`src/rtl/imem_loader_if.sv`:
```
// Byte-stream, command and instruction-memory write bundle for imem_loader.
// The slave modport is the loader; the master modport is whoever drives it.
interface imem_loader_if #(
  parameter int ADDR_W = 8
);
  logic              start;
  logic              abort;
  logic [ADDR_W:0]   len;
  logic              in_valid;
  logic [7:0]        in_data;
  logic              in_ready;
  logic              wr_en;
  logic [ADDR_W-1:0] wr_addr;
  logic [31:0]       wr_data;
  logic              cpu_rst_n;
  logic              busy;
  logic              done;
  logic              err;

  modport master (
    output start, abort, len, in_valid, in_data,
    input  in_ready, wr_en, wr_addr, wr_data, cpu_rst_n, busy, done, err
  );

  modport slave (
    input  start, abort, len, in_valid, in_data,
    output in_ready, wr_en, wr_addr, wr_data, cpu_rst_n, busy, done, err
  );
endinterface

```
`src/rtl/imem_loader.sv`:
```
// Fills instruction memory from a little-endian byte stream and releases the CPU when done.
// Define LOADER_CHECKSUM_EN to require a trailing 32-bit word-sum checksum before release.
module imem_loader #(
  parameter int ADDR_W = 8,
  parameter int WORDS  = 256
) (
  input  logic         clk,
  input  logic         rst_n,
  imem_loader_if.slave bus
);
  localparam logic [2:0] S_IDLE  = 3'd0;
  localparam logic [2:0] S_LOAD  = 3'd1;
  localparam logic [2:0] S_WRITE = 3'd2;
  localparam logic [2:0] S_CHECK = 3'd3;
  localparam logic [2:0] S_DONE  = 3'd4;

  localparam logic [ADDR_W:0] MAX_LEN = (ADDR_W+1)'(WORDS);

  logic [2:0]        state_reg;
  logic [1:0]        byte_cnt_reg;
  logic [ADDR_W-1:0] word_cnt_reg;
  logic [ADDR_W:0]   len_reg;
  logic [ADDR_W-1:0] wr_addr_reg;
  logic [31:0]       wr_data_reg;
  logic              err_reg;
`ifdef LOADER_CHECKSUM_EN
  logic [31:0]       sum_reg;
`endif

  logic        byte_acc;
  logic        len_ok;
  logic        last_word;
  logic [31:0] byte_word;

  assign bus.in_ready  = (state_reg == S_LOAD) || (state_reg == S_CHECK);
  assign bus.wr_en     = (state_reg == S_WRITE);
  assign bus.busy      = (state_reg == S_LOAD) || (state_reg == S_WRITE) || (state_reg == S_CHECK);
  assign bus.done      = (state_reg == S_DONE);
  assign bus.cpu_rst_n = (state_reg == S_DONE);
  assign bus.wr_addr   = wr_addr_reg;
  assign bus.wr_data   = wr_data_reg;
  assign bus.err       = err_reg;

  assign byte_acc  = bus.in_ready && bus.in_valid;
  assign len_ok    = (bus.len != '0) && (bus.len <= MAX_LEN);
  assign last_word = ({1'b0, word_cnt_reg} == (len_reg - (ADDR_W+1)'(1)));

  // Each lane keeps its byte; the lane being filled this cycle is taken straight
  // from the stream so the complete word is available on the 4th handshake.
  genvar gi;
  generate
    for (gi = 0; gi < 4; gi++) begin : g_lane
      logic [7:0] lane_reg;
      always_ff @(posedge clk or negedge rst_n) begin
        if (!rst_n)
          lane_reg <= '0;
        else if (byte_acc && (byte_cnt_reg == 2'(gi)))
          lane_reg <= bus.in_data;
      end
      assign byte_word[8*gi +: 8] = (byte_cnt_reg == 2'(gi)) ? bus.in_data : lane_reg;
    end
  endgenerate

  always_ff @(posedge clk or negedge rst_n) begin
    if (!rst_n) begin
      state_reg    <= S_IDLE;
      byte_cnt_reg <= '0;
      word_cnt_reg <= '0;
      len_reg      <= '0;
      wr_addr_reg  <= '0;
      wr_data_reg  <= '0;
      err_reg      <= 1'b0;
`ifdef LOADER_CHECKSUM_EN
      sum_reg      <= '0;
`endif
    end else if (bus.abort && (state_reg != S_IDLE)) begin
      state_reg    <= S_IDLE;
      byte_cnt_reg <= '0;
      word_cnt_reg <= '0;
    end else begin
      case (state_reg)
        S_IDLE, S_DONE: begin
          // abort in IDLE is a no-op but still suppresses a coincident start
          if (bus.start && !bus.abort) begin
            if (len_ok) begin
              state_reg    <= S_LOAD;
              len_reg      <= bus.len;
              err_reg      <= 1'b0;
              byte_cnt_reg <= '0;
              word_cnt_reg <= '0;
`ifdef LOADER_CHECKSUM_EN
              sum_reg      <= '0;
`endif
            end else begin
              state_reg <= S_IDLE;
              err_reg   <= 1'b1;
            end
          end
        end
        S_LOAD: begin
          if (byte_acc) begin
            byte_cnt_reg <= byte_cnt_reg + 2'd1;
            if (byte_cnt_reg == 2'd3) begin
              state_reg   <= S_WRITE;
              wr_addr_reg <= word_cnt_reg;
              wr_data_reg <= byte_word;
            end
          end
        end
        S_WRITE: begin
`ifdef LOADER_CHECKSUM_EN
          sum_reg <= sum_reg + wr_data_reg;
`endif
          if (last_word) begin
`ifdef LOADER_CHECKSUM_EN
            state_reg <= S_CHECK;
`else
            state_reg <= S_DONE;
`endif
          end else begin
            word_cnt_reg <= word_cnt_reg + ADDR_W'(1);
            state_reg    <= S_LOAD;
          end
        end
`ifdef LOADER_CHECKSUM_EN
        S_CHECK: begin
          if (byte_acc) begin
            byte_cnt_reg <= byte_cnt_reg + 2'd1;
            if (byte_cnt_reg == 2'd3) begin
              if (byte_word == sum_reg) begin
                state_reg <= S_DONE;
              end else begin
                state_reg <= S_IDLE;
                err_reg   <= 1'b1;
              end
            end
          end
        end
`endif
        default: state_reg <= S_IDLE;
      endcase
    end
  end
endmodule
```
`src/flat_wrapper.sv`:
```
// flat-port wrapper written by rule: the top's interface ports become plain ports
module imem_loader_flat 
#(
  parameter int ADDR_W = 8,
  parameter int WORDS  = 256
)
  (clk, rst_n, bus_start, bus_abort, bus_len, bus_in_valid, bus_in_data, bus_in_ready, bus_wr_en, bus_wr_addr, bus_wr_data, bus_cpu_rst_n, bus_busy, bus_done, bus_err);
  imem_loader_if #(.ADDR_W(ADDR_W)) bus_i ();
  input  logic clk;
  input  logic rst_n;
  input wire logic [$bits(bus_i.start)-1:0] bus_start;
  input wire logic [$bits(bus_i.abort)-1:0] bus_abort;
  input wire logic [$bits(bus_i.len)-1:0] bus_len;
  input wire logic [$bits(bus_i.in_valid)-1:0] bus_in_valid;
  input wire logic [$bits(bus_i.in_data)-1:0] bus_in_data;
  output wire logic [$bits(bus_i.in_ready)-1:0] bus_in_ready;
  output wire logic [$bits(bus_i.wr_en)-1:0] bus_wr_en;
  output wire logic [$bits(bus_i.wr_addr)-1:0] bus_wr_addr;
  output wire logic [$bits(bus_i.wr_data)-1:0] bus_wr_data;
  output wire logic [$bits(bus_i.cpu_rst_n)-1:0] bus_cpu_rst_n;
  output wire logic [$bits(bus_i.busy)-1:0] bus_busy;
  output wire logic [$bits(bus_i.done)-1:0] bus_done;
  output wire logic [$bits(bus_i.err)-1:0] bus_err;
  assign bus_i.start = bus_start;
  assign bus_i.abort = bus_abort;
  assign bus_i.len = bus_len;
  assign bus_i.in_valid = bus_in_valid;
  assign bus_i.in_data = bus_in_data;
  assign bus_in_ready = bus_i.in_ready;
  assign bus_wr_en = bus_i.wr_en;
  assign bus_wr_addr = bus_i.wr_addr;
  assign bus_wr_data = bus_i.wr_data;
  assign bus_cpu_rst_n = bus_i.cpu_rst_n;
  assign bus_busy = bus_i.busy;
  assign bus_done = bus_i.done;
  assign bus_err = bus_i.err;
  imem_loader #(.ADDR_W(ADDR_W), .WORDS(WORDS)) u_core (.clk(clk), .rst_n(rst_n), .bus(bus_i));
endmodule
```
`config.mk`:
```
export PLATFORM = sky130hd
export DESIGN_NAME = imem_loader_flat
export DESIGN_NICKNAME = d
export VERILOG_FILES = /design/src/rtl/imem_loader_if.sv /design/src/rtl/imem_loader.sv /design/src/flat_wrapper.sv
export SDC_FILE = /design/constraint.sdc
export NUM_CORES = 1
export LEC_CHECK = 0
export ABC_AREA = 1
export CAP_MARGIN = 20
export CORE_ASPECT_RATIO = 1.5
export CORE_MARGIN = 5
export CORE_UTILIZATION = 58
export CTS_CLUSTER_DIAMETER = 80
export CTS_CLUSTER_SIZE = 25
export DETAILED_ROUTE_END_ITERATION = 10
export PLACE_DENSITY = 0.86
export SYNTH_ARGS = -nofsm -noshare
export SYNTH_HDL_FRONTEND = slang
export SYNTH_SLANG_ARGS = --single-unit
```
`constraint.sdc`:
```
create_clock -name clk -period 2.8 [get_ports clk]
set_input_delay 0.56 -clock clk [delete_from_list [all_inputs] [get_ports clk]]
set_output_delay 0.56 -clock clk [all_outputs]
set_load 0.01 [all_outputs]
```
* Word level (Yosys, flattened, before mapping)
Cells that the tools add are included.
Storage, ports and cells: flip-flop bits (word level) 87, logic and storage cells 73, input port bits 22, output and inout bits 46
Operators by class: reductions and logical operators 24, $lt $le $gt $ge 1, bitwise operators 1, mux-type cells 21, $add $sub $neg 3, eq/ne operators 13
Operators with widths (number):
- 8-bit two-way mux | 7
- 8-bit case mux with 2 select lines | 1
- 4-bit AND reduction | 4
- 3-bit two-way mux | 5
- 8-bit by 9-bit == test with 1-bit output | 1
- 9-bit <= comparator (second input constant) | 1
- 3-bit case mux with 3 select lines | 1
- 3-bit nonzero test | 3
- 9-bit nonzero test | 1
- 9-bit by 1-bit subtractor with 9-bit output (second input constant) | 1
- 8-bit by 1-bit adder with 8-bit output (second input constant) | 1
- 2-bit two-way mux | 4
- 1-bit logical AND | 7
- 3-bit by 2-bit == test with 1-bit output (second input constant) | 2
- 3-bit by 1-bit != test with 1-bit output (second input constant) | 2
- 3-bit != test (second input constant) | 2
- 3-bit AND reduction | 2
- 2-bit == test (second input constant) | 2
- 2-bit case mux with 2 select lines | 1
- 3-bit by 1-bit == test with 1-bit output (second input constant) | 1
- 3-bit == test (second input constant) | 1
- 3-bit logical NOT | 1
- 1-bit logical OR | 3
- 3-bit by 2-bit != test with 1-bit output (second input constant) | 1
- other kinds (7) | 8

* Logic depth before layout (Yosys ltp)
Gate-level depths: netlist (run 1).
word-level depth 6, depth in mapped cells 14, mapped depth without buffers 14

* Least setup slack after synthesis (run 1)
Ideal clock, no wire load.
path kind input port to flip-flop, from in bus_len[7], to reg u_core.byte_cnt_reg[0], library setup time 0.124 ns, data arrival time 1.503 ns, path slack 1.173 ns, stages 9, cells stage by stage nor2_1 > nand2_1 > nor2_1 > xor2_1 > nand2_1 > nand2_2 > nand2_2 > a21oi_1 > a21oi_1
On the way: word-level cells in the longest chain between the ends 4, elaborated cells on any way between the ends 5, classes of those cells 1 x order compare; 1 x eq/ne; 3 x reduce/logical
Ends and longest elaborated chain:
- start: declaration | RTL line flat_wrapper.sv:13 | input wire logic [$bits(bus_i.len)-1:0] bus_len;
- 9-bit <= comparator or 9-bit nonzero test (tied branches) | RTL line imem_loader.sv:45 | assign len_ok = (bus.len != '0) && (bus.len <= MAX_LEN);
- 1-bit logical AND (*) | RTL line imem_loader.sv:45
- 3-bit by 1-bit != test with 1-bit output (no source line) (*)
- 4-bit AND reduction (no source line) (*)
- end signal: assignment | RTL line imem_loader.sv:102 | byte_cnt_reg <= byte_cnt_reg + 2'd1;
- end: declaration | RTL line imem_loader.sv:20 | logic [1:0] byte_cnt_reg;
Mark *: on every way between the ends. The rest lies on a longest branch, timed or not. A chain may end at the register's enable or synchronous reset.

* Worst setup path in the final report (run 1)
from reg u_core.state_reg[1], to out bus_cpu_rst_n
On the way: word-level cells in the longest chain between the ends 1
Ends and longest elaborated chain:
- start: declaration | RTL line imem_loader.sv:19 | logic [2:0] state_reg;
- start signal: assignment | RTL line imem_loader.sv:66 | state_reg <= S_IDLE;
- start signal: assignment | RTL line imem_loader.sv:77 | state_reg <= S_IDLE;
- start signal: assignment | RTL line imem_loader.sv:86 | state_reg <= S_LOAD;
- 3-bit == test | RTL line imem_loader.sv:39 | assign bus.cpu_rst_n = (state_reg == S_DONE);
- end: declaration | RTL line flat_wrapper.sv:20 | output wire logic [$bits(bus_i.cpu_rst_n)-1:0] bus_cpu_rst_n;
Every way passes these cells.

==> results of run 1 <==
## logic make-up after synthesis
logic type	share of synthesized area, %
compound gates	12.3
xor+xnor	0.624
fa+ha+maj	1.78
buf+inv	6.65
flops	51.7
simple gates	26.9
## per-stage QoR
step                instance area, um^2  std cells  hold WS (ns)
floorplan                          4210        521         0.264
global placement                   4950        672         0.461
detailed placement                 4950        672         0.469
CTS                                5140        687         0.231
global route                       5140        687         0.263
finish                             5140        687         0.216
## layer usage
metal | wire (um) | vias up | GRT usage (%)
li1 | - | 1788 | -
met1 | 3460 | 1663 | 23.6
met2 | 4790 | 114 | 38.5
met3 | 455 | 30 | 4.80
met4 | 341 | 0 | 10.2
met5 | 0 | - | 0
## worst register-to-register path, delay by kind of cell, from the launching register on
kind                       cells  cell delay [ns]
and+or+nand+nor                2             0.72
buffers and inverters          1             0.12
DFF                            1             0.41
AOI/OAI and AO/OA              1             0.10
adders and majority gates      1             0.51
## power by group
group          internal (mW)  total [mW]  switching [mW]  leakage (nW)
registers               1.60        1.82           0.220          1.17
logic                  0.674        1.58           0.905          1.14
clock network          0.455       0.873           0.418        0.0985
total                   2.73        4.27            1.54          2.41
## cells in the mapped netlist
cell / n
buf_6: 3
nor2_2: 6
nor2_4: 4
a21oi_2: 1
nand2_2: 13
ha_1: 6
inv_1: 39
or2_2: 1
a21oi_1: 4
nor4_1: 1
nand3_4: 1
nor2_1: 33
o21ai_1: 41
inv_2: 6
clkinv_2: 1
nand3_1: 15
xor2_1: 3
nand2_1: 172
nand4_4: 1
buf_2: 4
nor2_8: 1
clkbuf_1: 10
nor3_1: 1
buf_4: 2
o21ai_0: 57
nand4_1: 8
dfrtp_1: 87
## path summary, 6_finish.rpt
kind / depth (start not counted) / to / start
worst max-delay path: 4 / bus_cpu_rst_n / u_core.state_reg[1]
worst min-delay path: 1 / u_core.bus.wr_data[1] / rst_n
worst max register to register: 5 / u_core.g_lane[2].lane_reg[2] / u_core.byte_cnt_reg[0]
worst min register to register: 2 / u_core.g_lane[0].lane_reg[0] / u_core.g_lane[0].lane_reg[0]
max in group asynchronous: 2 / u_core.g_lane[2].lane_reg[5] / rst_n
min in group clk: 2 / u_core.g_lane[0].lane_reg[0] / u_core.g_lane[0].lane_reg[0]
## final cells by class
type | count | area [um^2] | area share, %
timing repair buffer | 70 | 716 | 13.9
clock buffer | 12 | 155 | 3.02
tap | 100 | 125 | 2.43
multi-input combinational | 369 | 1760 | 34.1
clock inverter | 3 | 42.5 | 0.827
sequential | 87 | 2180 | 42.3
inverter | 46 | 174 | 3.38
==> metrics.txt, run 1 <==
root buf cell clkbuf_8; WP data required about 2.2 ns; top cell type's share of synthesized area around half; DRC 0; most frequent cells in the layout 172 x nand2_1, 87 x dfrtp_1, 66 x clkdlybuf4s50_1; post-synthesis sequential area ratio 51.7%; CTS H-tree depth 3; detailed placement HPWL between 6 and 7 mm; critical path arrival 1.85 ns; Vias/cell around 5.2; largest cells by area after synthesis dfrtp_1 52%, nand2_1 15%, o21ai_0 6.8%; initial antenna violation count 0; Worst setup EP type output port; Cells after Synth 521; Die Y between 100 and 150 um; Avg WL per Cell between 10 and 15 um; DR iter-0 viols approximately 240; syn nets 549; fin nets roughly 610; setup slack, reg-to-reg 0.80 ns; synth unique cells 27; Clock Tree Buf Depth 2; worst-margin pin slew roughly 0.63 ns; pre-CTS WS 0.562 ns; Layout area overhead 22.1%; Max-Cap Viols 0; Power Density a little over 800 nW/um^2; final setup margin roughly 0.39 ns; starting density of the core approximately three fifths; Die ar. between 9000 and 10,000 um^2; FILL cells 565; grt ovf 0; Synth area leader dfrtp_1; Mean Syn Cell Area roughly 8.1 um^2; crit path max fanout 7; status finished, final reports clean; worst path cell trace nor2_2 > inv_1 > nor2_1 > clkdlybuf4s50_1; ANT cells 0; TritonCTS Sinks just under 90; max-slew violations 0; clock latency on the worst-skew pair 0.36 ns; Resized Gates After CTS 0; Yosys warning count 0; core area roughly 7000 um^2; Static Leakage ~2.4 nW; Post-Syn Area roughly 4200 um^2; gr usage total around 21%; Final Hold Vio Count 0; Slew headroom ~58%; Die X 79.6 um; fin crit period approximately 2.4 ns; slowest stage cell, crit path clkdlybuf4s50_1; Top delay family on crit path buffers and inverters; Finished Core Util 71.7%; post-CTS setup buffers 0; Max Clk Rate slightly above 0.4 GHz; IR drop worst, VDD slightly above 0.5 mV; number of global-route vias before repair roughly 3,400; Routed Antenna Nets 0; Port Buffer Count between 60 and 70; max reg flops 32; TritonCTS buffer count 9; final wirelength 9.04 mm; critical path startpoint category flop; std cell rows 38; commonest non-fill, non-tap cell in the layout nand2_1; CP bufs+invs 2; drt pass-1 iters 7; TritonCTS clock tree done; power consumption between 4 and 5 mW; num ports 68; #FFs+latches synth 87; Reg clk slew, reported paths roughly 0.07 ns; via count around 3,600; Final Wtd Congestion around 0.85; Max stage delay on crit path 0.56 ns; classification of the worst setup path flop to output port; final setup fails 0; first-pass GRT wire length ~15 mm; Final TNS setup 0 ns; Hold Crit Class primary input to async pin; clock skew 0.00510 ns; RSZ-0062 raised after global routing no; Period Utilization, post-route around 86%; largest net degree at the start of global routing between 50 and 60; share of layout cells above drive strength 1 9.03%; hold buffers post-CTS 0
Power figures use the tool's default switching activity.
==> run 2, diff against run 1 <==
- CORE_MARGIN: 5 -> 2
- SLEW_MARGIN: default -> 20
==> run 2 against run 1 <==
  * Critical path depth is the same
  * Largest power group unchanged
  * Utilization up 0.71 points
  * Power up 3.3%
  * Flip-flop and latch count is the same
  * Final area increased by 0.32%
  * Clock power up 13%
  * Sequential power is essentially flat
  * Via count is 0.95% higher
  * Combinational power about the same
  * Die area decreased by 12%
  * Critical endpoint unchanged
  * Register-to-register slack about the same
==> metrics.txt, run 2 (synthesis results as in run 1) <==
status finished, final reports clean; Period Utilization, post-route 86.1% (-0.19 points); commonest non-fill, non-tap cell in the layout nand2_1; RSZ-0062 raised after global routing no; std cell rows 38 (unchanged); CTS H-tree depth 3 (unchanged); ANT cells 0 (unchanged); Worst setup EP type output port; classification of the worst setup path flop to output port; drt pass-1 iters 4 (-3); TritonCTS buffer count 9 (unchanged); Seq. cell area 2180 um^2 (unchanged); critical path arrival 1.85 ns (about the same); Final Hold Vio Count 0 (unchanged); IR drop worst, VDD 0.530 mV (+2.0%); DRC 0 (unchanged); final setup fails 0 (unchanged); core area 7130 um^2 (-0.66%); Die Y 108 um (-5.2%); Hold Crit Class primary input to async pin; final wirelength 9.54 mm (+5.5%); Die ar. 7980 um^2 (-12%); detailed placement HPWL 6.95 mm (+3.0%); max reg flops 32 (unchanged); Max Clk Rate 0.415 GHz (+0.22%); Avg WL per Cell 14.3 um (+8.4%); Max-Cap Viols 0 (unchanged); starting density of the core 59.1% (+0.39 points); Layout area overhead 22.5%; critical path startpoint category flop; most frequent cells in the layout 172 x nand2_1, 87 x dfrtp_1, 66 x clkdlybuf4s50_1; setup slack, reg-to-reg 0.79 ns (about the same); Routed Antenna Nets 0 (unchanged); clock skew 0.00585 ns (+0.000750 ns); via count 3,629 (+0.95%); r2r startpoint u_core.byte_cnt_reg[1]; Vias/cell 5.42 (+3.7%); TritonCTS clock tree done; cell count of the worst reg-to-reg path 4 (-1); fin crit period 2.41 ns (-0.00525 ns); Finished Core Util 72.4% (+0.71 points); DR iter-0 viols 352 (+49%); Die X 73.6 um (-7.5%); initial antenna violation count 0 (unchanged); share of layout cells above drive strength 1 9.51% (+0.48 points); Power Density 855 nW/um^2 (+3.0%); Critical Path Source u_core.state_reg[1]; Port Buffer Count 67 (unchanged); Resized Gates After CTS 0 (unchanged); TritonCTS Sinks 87 (unchanged); Final Wtd Congestion 0.882 (+3.9%); worst r2r dst u_core.g_lane[1].lane_reg[5]; Hold Worst Slack 0.172 ns (-0.0432 ns); largest net degree at the start of global routing 47 (-18%); max-slew violations 0 (unchanged); CP Capture Point bus_cpu_rst_n; Reg clk slew, reported paths 0.09 ns (+0.02 ns); gr usage total 26.2% (+4.8 points); fin nets 612 (+0.16%); root buf cell clkbuf_8; num ports 68 (unchanged); hold buffers post-CTS 0 (unchanged); WP data required 2.24 ns (about the same); Final TNS setup 0 ns (unchanged); multi-input logic area 1760 um^2 (unchanged); FILL cells 571 (+1.1%); number of global-route vias before repair 3,538 (+3.1%); Static Leakage 2.43 nW (+0.77%); worst-margin pin slew 0.559 ns (-0.0758 ns); crit path max fanout 7 (unchanged); clock latency on the worst-skew pair 0.36 ns (about the same); Clock Tree Buf Depth 2 (unchanged); Slew headroom 62.7% (+4.9 points); grt ovf 0 (unchanged); post-CTS setup buffers 0 (unchanged); first-pass GRT wire length 16.0 mm (+5.2%)
[run 2: final cells by class]
class	instances	area share [%]
clock buffers	11	2.93
clock inverters	5	1.55
flip-flops and latches	87	42.2
well taps	80	1.94
repair buffers	71	14.0
inverters	46	3.37
multi-input cells	369	34.0
[run 2: per-stage QoR]
stage	cells	worst slack, ns	total power [mW]	area, um^2
global placement	653	0.593	3.35	4930
floorplan	521	1.17	2.86	4210
detailed placement	653	0.534	3.44	4930
global route	669	0.255	4.76	5160
finish	669	0.391	4.41	5160
CTS	669	0.368	4.43	5160
[run 2: power breakdown]
group,switching (mW),internal (mW)
sequential,0.221,1.60
combinational,0.930,0.676
clock,0.439,0.549
total,1.59,2.82
[run 2: how the worst min path moves through the flow]
| stage | start | to | depth (start not counted) |
|---|---|---|---|
| 3_5_place_dp | u_core.g_lane[0].lane_reg[3] | u_core.g_lane[0].lane_reg[3] | 2 |
| 2_1_floorplan | rst_n | u_core.bus.err | 0 |
| 6_report | rst_n | u_core.bus.wr_data[4] | 1 |
| 3_3_place_gp | u_core.g_lane[1].lane_reg[3] | u_core.g_lane[1].lane_reg[3] | 2 |
| 5_1_grt | rst_n | u_core.g_lane[0].lane_reg[5] | 1 |
| 4_1_cts | rst_n | u_core.bus.wr_data[4] | 1 |
[run 2: worst max-delay path, stage by stage, from the launching register on]
cell and delay [ns]:
dfrtp_1 0.41, nor2_2 0.30, inv_1 0.10, nor2_1 0.13, clkdlybuf4s50_1 0.55
[run 2: per-layer routing]
layer	share of wire (%)	global-route usage, %	vias to the layer above
met1	39	30.4	1707
met2	55	44.7	104
met5	0	0	-
met4	2.4	16.9	0
met3	4.0	3.17	23
li1	-	-	1795
==> run 3, diff against run 2 <==
- CELL_PAD_IN_SITES_DETAIL_PLACEMENT: default -> 1
- CELL_PAD_IN_SITES_GLOBAL_PLACEMENT: default -> 2
- CORE_UTILIZATION: 58 -> 34
- PLACE_DENSITY: 0.86 -> default
- PLACE_DENSITY_LB_ADDON: default -> 0.1
==> run 3 against run 2 <==
  * Global-route usage is 7.8 points lower
  * Sequential power hardly changed
  * Worst setup slack better by 0.0073 ns
  * Critical path depth stayed put
==> metrics.txt, run 3 (synthesis results as in run 1) <==
Port Buffer Count 67 (unchanged); core area 12,000 um^2 (+68%); root buf cell clkbuf_16; Die X 94.9 um (+29%); dpl cell area 5040 um^2 (+2.2%); final setup fails 0 (unchanged); final setup margin 0.398 ns (+0.00728 ns); TritonCTS buffer count 9 (unchanged); hold buffers post-CTS 0 (unchanged); RSZ-0062 raised after global routing no; CTS H-tree depth 3 (unchanged); status finished, final reports clean; Clock Tree Buf Depth 2 (unchanged); Max stage delay on crit path 0.55 ns (about the same); Max-Cap Viols 0 (unchanged); clock latency on the worst-skew pair 0.33 ns (-0.03 ns); Die Y 140 um (+29%); Final Wtd Congestion 0.767 (-13%); max-slew violations 0 (unchanged); WP data required 2.24 ns (about the same); commonest non-fill, non-tap cell in the layout nand2_1; std cell rows 49 (+29%); placed instance count 728 (+11%); fin crit period 2.40 ns (-0.00728 ns); number of global-route vias before repair 3,720 (+5.1%); Power Density 888 nW/um^2 (+3.8%); Static Leakage 2.48 nW (+2.3%); slowest stage cell, crit path clkdlybuf4s50_1; Layout area overhead 27.2%; Non-Filler Instances 743 (+11%); via count 3,541 (-2.4%); Routed Antenna Nets 0 (unchanged); share of layout cells above drive strength 1 9.66% (+0.15 points); Final Hold Vio Count 0 (unchanged); Die ar. 13,300 um^2 (+67%); worst path cell trace nor2_2 > inv_1 > nor2_1 > clkdlybuf4s50_1; TritonCTS clock tree done; post-CTS setup buffers 0 (unchanged); critical path startpoint category flop; Hold Crit Class primary input to async pin; DRC 0 (unchanged); starting density of the core 35.1% (-24 points); initial antenna violation count 0 (unchanged); detailed placement HPWL 8.40 mm (+21%); ANT cells 0 (unchanged); Worst setup EP type output port; num ports 68 (unchanged); final wirelength 11.3 mm (+18%); Slew headroom 60.6% (-2.1 points); critical path arrival 1.84 ns (about the same); power consumption 4.76 mW (+7.8%); Design Area, Final 5360 um^2 (+3.8%); Reg clk slew, reported paths 0.06 ns (-0.03 ns); Vias/cell 4.77 (-12%); fin nets 614 (+0.33%); max reg flops 32 (unchanged); crit path max fanout 7 (unchanged); grt ovf 0 (unchanged); Max Clk Rate 0.416 GHz (+0.30%); clock skew 0.00633 ns (+0.000482 ns); Avg WL per Cell 15.2 um (+6.3%); drt pass-1 iters 4 (unchanged); DR iter-0 viols 86 (-76%); Period Utilization, post-route 85.8% (-0.26 points); worst-margin pin slew 0.591 ns (+0.0328 ns); classification of the worst setup path flop to output port; Resized Gates After CTS 0 (unchanged); TritonCTS Sinks 87 (unchanged); pre-CTS WS 0.442 ns (-0.0915 ns); most frequent cells in the layout 172 x nand2_1, 87 x dfrtp_1, 66 x clkdlybuf4s50_1; Final TNS setup 0 ns (unchanged); first-pass GRT wire length 18.9 mm (+18%); IR drop worst, VDD 0.371 mV (-30%); largest net degree at the start of global routing 64 (+36%); gr usage total 18.4% (-7.8 points)
run 3: changes by cell type in the layout (fill, tap and decap cells not counted):
cell,delta
clkinv_4,+2
clkinvlp_4,-2
clkbuf_8,-10
clkbuf_16,+9
buf_4,+2
run 3: final cells by class:
cell class                      count  area [um^2]
Tap cell                          153          191
Sequential cell                    87         2180
Clock inverter                      5         82.6
Inverter                           46          174
Clock buffer                       10          239
Multi-Input combinational cell    369         1760
Timing Repair Buffer               73          738
Fill cell                        1465         6660
run 3: worst paths after layout:
| check | start | to | slack (ns) | cells past startpoint |
|---|---|---|---|---|
| setup / recovery | u_core.state_reg[1] | bus_cpu_rst_n | 0.40 | 4 |
| hold reg to reg | u_core.bus.wr_addr[0] | u_core.bus.wr_addr[0] | 0.47 | 2 |
| hold / removal | rst_n | u_core.bus.wr_data[3] | 0.13 | 1 |
| max in group asynchronous | rst_n | u_core.len_reg[5] | 1.99 | 2 |
| min in group clk | u_core.bus.wr_addr[0] | u_core.bus.wr_addr[0] | 0.47 | 2 |
| setup reg to reg | u_core.byte_cnt_reg[0] | u_core.g_lane[0].lane_reg[0] | 0.75 | 5 |
run 3: power breakdown:
part           internal [mW]  leakage [nW]  switching [mW]
Combinational          0.678          1.16           0.952
Sequential              1.60          1.17           0.224
Clock                  0.803         0.159           0.499
run 3: through the flow:
stage / hold slack [ns] / utilization, %
floorplan: 0.264 / -
detailed placement: 0.463 / 41.9
CTS: 0.140 / 44.6
global route: 0.145 / 44.6
global placement: 0.455 / 41.9
finish: 0.135 / 44.6
run 3: routing by layer:
metal  up-vias  part of all wire [%]  global-route usage, %
met5         -                     0                      0
met2        49                    57                   34.7
met4         0                   1.0                   4.73
met1      1691                    40                   21.0
li1       1792                     -                      -
met3         9                   2.3                   3.12
run 3: critical path: cells and delay by family (launching register included):
family,cells,cell delay [ns]
simple gates,2,0.44
flops,1,0.41
buf+inv,2,0.65
